`config.mk`:
```
export PLATFORM = sky130hd
export DESIGN_NAME = inst_fetch
export DESIGN_NICKNAME = d
export VERILOG_FILES = /design/src/rtl/inst_fetch.sv
export SDC_FILE = /design/constraint.sdc
export NUM_CORES = 1
export LEC_CHECK = 0
export CORE_MARGIN = 2
export CORE_UTILIZATION = 30
export CTS_CLUSTER_SIZE = 8
export DETAILED_ROUTE_END_ITERATION = 10
export SKIP_LAST_GASP = 1
export SYNTH_ARGS = -nofsm -noshare
export SYNTH_HDL_FRONTEND = slang
export SYNTH_SLANG_ARGS = --single-unit
```
`constraint.sdc`:
```
create_clock -name Clk -period 1.7 [get_ports Clk]
set_input_delay 0.34 -clock Clk [delete_from_list [all_inputs] [get_ports Clk]]
set_output_delay 0.34 -clock Clk [all_outputs]
set_load 0.1 [all_outputs]
```
`src/rtl/inst_fetch.sv`:
```
// Fetch stage sitting directly upstream of the instruction ROM.
//
// Owns the program counter, drives the ROM address, and registers the
// combinational ROM output into the fetch/decode pipeline register. It applies
// absolute branch redirects and stops on the halt opcode, raising Done.
//
// Ports:
//   Clk        - system clock, all state updates on the rising edge
//   Reset      - synchronous active-high reset, overrides every other input
//   Start      - begin execution at address 0 (honoured in IDLE or HALTED)
//   Stall      - downstream not ready; hold PC and fetch register
//   BranchEn   - redirect the PC to Target (resolves the instruction in fetch)
//   Target     - absolute branch target
//   InstIn     - ROM data, combinational function of ProgCtr
//   ProgCtr    - current PC, drives the ROM address
//   InstOut    - registered instruction to decode
//   InstPC     - address InstOut was fetched from
//   InstValid  - InstOut holds a live instruction
//   Done       - high while halted
//   CycleCount - saturating count of RUN cycles
module inst_fetch #(
  parameter int unsigned A       = 10,
  parameter int unsigned W       = 10,
  parameter logic [3:0]  HALT_OP = 4'b1111
) (
  input  logic         Clk,
  input  logic         Reset,
  input  logic         Start,
  input  logic         Stall,
  input  logic         BranchEn,
  input  logic [A-1:0] Target,
  input  logic [W-1:0] InstIn,
  output logic [A-1:0] ProgCtr,
  output logic [W-1:0] InstOut,
  output logic [A-1:0] InstPC,
  output logic         InstValid,
  output logic         Done,
  output logic [15:0]  CycleCount
);

  typedef enum logic [1:0] {
    StIdle,
    StRun,
    StHalted
  } state_e;

  state_e         state_q, state_d;
  logic [A-1:0]   pc_q, pc_d;
  logic [W-1:0]   inst_q, inst_d;
  logic [A-1:0]   inst_pc_q, inst_pc_d;
  logic           valid_q, valid_d;
  logic [15:0]    cycle_q, cycle_d;
  logic           is_halt;

  assign is_halt = (InstIn[W-1 -: 4] == HALT_OP);

  always_comb begin
    state_d   = state_q;
    pc_d      = pc_q;
    inst_d    = inst_q;
    inst_pc_d = inst_pc_q;
    valid_d   = valid_q;
    cycle_d   = cycle_q;

    unique case (state_q)
      StIdle: begin
        pc_d    = '0;
        valid_d = 1'b0;
        if (Start) begin
          state_d = StRun;
          cycle_d = '0;
        end
      end

      StRun: begin
        if (cycle_q != 16'hFFFF) begin
          cycle_d = cycle_q + 16'd1;
        end
        // A branch resolves an older instruction, so it beats both the stall
        // and any halt currently presented by the ROM.
        if (BranchEn) begin
          pc_d    = Target;
          valid_d = 1'b0;
        end else if (!Stall) begin
          inst_d    = InstIn;
          inst_pc_d = pc_q;
          valid_d   = 1'b1;
          if (is_halt) begin
            state_d = StHalted;
          end else begin
            pc_d = pc_q + A'(1);
          end
        end
      end

      StHalted: begin
        if (Start) begin
          state_d = StRun;
          pc_d    = '0;
          valid_d = 1'b0;
          cycle_d = '0;
        end else if (!Stall) begin
          // Halt instruction is consumed once downstream accepts it.
          valid_d = 1'b0;
        end
      end

      default: begin
        state_d = StIdle;
      end
    endcase
  end

  always_ff @(posedge Clk) begin
    if (Reset) begin
      state_q   <= StIdle;
      pc_q      <= '0;
      inst_q    <= '0;
      inst_pc_q <= '0;
      valid_q   <= 1'b0;
      cycle_q   <= '0;
    end else begin
      state_q   <= state_d;
      pc_q      <= pc_d;
      inst_q    <= inst_d;
      inst_pc_q <= inst_pc_d;
      valid_q   <= valid_d;
      cycle_q   <= cycle_d;
    end
  end

  assign ProgCtr    = pc_q;
  assign InstOut    = inst_q;
  assign InstPC     = inst_pc_q;
  assign InstValid  = valid_q;
  assign Done       = (state_q == StHalted);
  assign CycleCount = cycle_q;

endmodule

```
==> reports/summary.md <==
### Run status
* **result of the run** finished, final reports clean

### Timing
* **final setup skew** 0.0136 ns
* **setup repair after global routing missed its margin** yes
* **total count of hold-check failures in the final report** 0
* **Worst-Margin Slew** 0.448 ns
* **shortest period the worst path allows** 1.66 ns
* **post-route fraction of the period consumed by the critical path** 0.974
* **Max Transition Viols Final** 0
* **maximum clock frequency** 604 MHz
* **Min Hold Slack** 0.479 ns
* **slew margin rel.** 0.701
* **final number of setup-violating endpoints** 0

### Clock tree
* **register clock-pin slew on the reported worst setup and hold paths** 0.09 ns
* **maximum number of buffers from clock root to sink** 2
* **CTS tree** built
* **hold-fix buffer count after cts** 0
* **CTS H-Tree Depth** 2
* **cell at the root of the clock tree** clkbuf_8
* **Num CTS Buffers** 5
* **clock latency on the worst-skew pair** 0.30 ns
* **# clock sinks** 49

### Run
* **max-cap viol count** 0

### Global route
* **M3 GR Usage** 0.0289
* **largest net degree at the start of global routing** 25
* **initial antenna violation count** 0
* **total global routing track utilization** 0.177
* **aggregate global routing overflow** 0
* **routing layer with the top usage in global route** met2
* **met1 GRT Util** 0.251
* **M2 GR Usage** 0.281
* **first-pass GRT wire length** 12600 um
* **vias in the first global route** 2561

### Floorplanning
* **Die H** 94.2 um
* **effective utilization at floorplan** 0.313
* **core area** 0.00781 mm^2
* **die width** 94.2 um
* **Row Count** 32
* **IO Pins** 73
* **area of the die** 0.00887 mm^2

### Synthesis
* **Primary FF master, synth** dfxtp_1
* **flip-flop and latch count after synthesis** 49
* **distinct cell type count after synthesis** 48
* **net count after synthesis** 339
* **register area share after synthesis** 0.402
* **biggest area contributors in the synthesized netlist** dfxtp_1, nand2_1, a21oi_1, o31ai_1, nand3_1
* **count of yosys warnings during synthesis** 0
* **area fraction of the dominant cell type after synthesis** 0.402
* **number of synthesized flops with an enable pin** 0
* **proportion of synthesized flip-flops having asynchronous set or reset** 0
* **Synth Instances** 312
* **mean cell area of the mapped netlist** 7.82 um^2
* **Synth Cell Area** 0.00244 mm^2
* **cell taking the most area after synthesis** dfxtp_1

### Critical path
* **critical path capture point type** flip-flop
* **standard cell with the maximum stage delay on the critical path** or4_1
* **worst setup path class** reg -> reg
* **data required time of the worst path** 1.93 ns
* **count of buffer and inverter cells on the critical path** 0
* **crit path max fanout** 6
* **highest cell delay on the worst timing path** 0.57 ns
* **Critical Path Source Type** flip-flop
* **family with the most delay on the worst path** simple AND/OR/NAND/NOR gates
* **most frequent cell on the critical path** or4_1
* **series of cell instances along the critical path** nand4_4 -> or4_1 -> or4_1 -> o21ai_1
* **arrival time at the worst endpoint** 1.89 ns

### Cells and area
* **count of non-filler cells in the finished layout** 530
* **share of final-layout standard cells stronger than drive strength 1** 0.369
* **number of inserted filler cells in the final layout** 691
* **number of nets at the end of the flow** 454
* **Register Area** 0.00107 mm^2
* **number of antenna diodes** 0
* **final core utilization** 0.565
* **layout overhead on the synthesized area** 80.9%
* **Multi-input gate area** 0.00145 mm^2

### Routing
* **post-detailed-routing wire length** 7740 um
* **number of routed nets with antenna violations** 0
* **routed length per instance** 14.6 um
* **number of detailed-routing iterations run before antenna repair** 4
* **via total after detailed routing** 2703
* **number of design-rule violations left by the first detailed-router iteration** 146
* **DRC violations left** 0
* **detailed-route vias per instance** 5.10

### Power
* **static power due to leakage** 1.65 nW
* **Max IR drop VDD** 0.421 mV
* **cell area power density** 558 mW/mm^2

### Hold path
* **type of the tightest min-delay check** reg -> reg

### Placed design
* **global placement routability congestion** 0.869
* **Detailed Place HPWL** 5870 um
* **quantity of I/O buffers inserted on ports** 72
* **placed cell count** 515

==> what timing repair did <==
action	4_1_cts	5_1_grt
cloned	0	1
pin swaps	3	6
endpoints found under the hold margin	0	0
resized for setup	3	15
setup endpoints to repair	11	38
buffers inserted	0	6
==> registers in the layout (all words and copies together) (netlist names) <==
signal / count
InstValid: 1
InstOut: 10
ProgCtr: 10
CycleCount: 16
InstPC: 10
state_q: 2
==> cell usage after synthesis (all sizes together), types with 5 or more instances <==
master / instances
mux2i: 5
o21ai: 10
clkbuf: 13
or3: 6
nand3: 12
a31oi: 6
a21oi: 37
buf: 5
inv: 10
nor2: 14
o31ai: 10
nand4: 8
nand2: 64
nand2b: 5
dfxtp: 49
==> layer usage <==
layer | share of wire | vias to the layer above
met2 | 0.46 | 89
met5 | 0 | -
li1 | - | 1369
met3 | 0.047 | 4
met1 | 0.48 | 1241
met4 | 0.0084 | 0
==> placed cells by master (no fill, tap or decap), types with 10 or more instances in the layout <==
| master | synthesis | final |
|---|---|---|
| dfxtp_4 | 0 | 22 |
| buf_4 | 0 | 51 |
| dfxtp_1 | 49 | 23 |
| buf_12 | 0 | 49 |
| nor2_1 | 14 | 11 |
| nand2_1 | 64 | 64 |
| a21oi_1 | 37 | 37 |
| inv_1 | 10 | 10 |
| o31ai_1 | 10 | 10 |
| nand3_1 | 12 | 11 |
| clkdlybuf4s50_1 | 0 | 22 |
==> final cells by class <==
| type | instances | area share |
|---|---|---|
| inverter | 10 | 0.00851 |
| clock inverter | 2 | 0.00340 |
| clock buffer | 6 | 0.0213 |
| sequential | 49 | 0.242 |
| timing repair buffer | 126 | 0.368 |
| tap | 102 | 0.0289 |
| multi-input combinational | 235 | 0.327 |
==> through the flow <==
step	TNS (ns)	area (um^2)	worst slack, ns	total power, mW
6_report	0	4410	0.0443	2.46
5_1_grt	-0.124	4410	-0.0527	2.58
4_1_cts	-0.107	4300	-0.0298	2.48
3_5_place_dp	-11.82	4180	-0.362	1.69
3_3_place_gp	-10.97	4180	-0.307	1.68
2_1_floorplan	-0.233	2560	-0.152	1.44
==> worst paths after layout <==
check                 startpoint        endpoint  slack (ns)  cells after the start
setup / recovery   CycleCount[6]  CycleCount[13]        0.04                      4
hold / removal    CycleCount[13]  CycleCount[13]        0.48                      1
setup reg to reg   CycleCount[6]  CycleCount[13]        0.04                      4
hold reg to reg   CycleCount[13]  CycleCount[13]        0.48                      1
==> where the power goes <==
group	switching, mW	internal (mW)
sequential	0.0339	1.14
combinational	0.281	0.223
clock	0.402	0.383
==> kinds of logic after synthesis <==
| family | share of synthesized area |
|---|---|
| muxes | 0.0251 |
| buffers and inverters | 0.0456 |
| xor gates and xnor gates | 0.00359 |
| AOI/OAI and AO/OA | 0.240 |
| and+or+nand+nor | 0.273 |
| DFF | 0.402 |
| adders and majority gates | 0.0103 |
(Power assumes the default switching activity.)
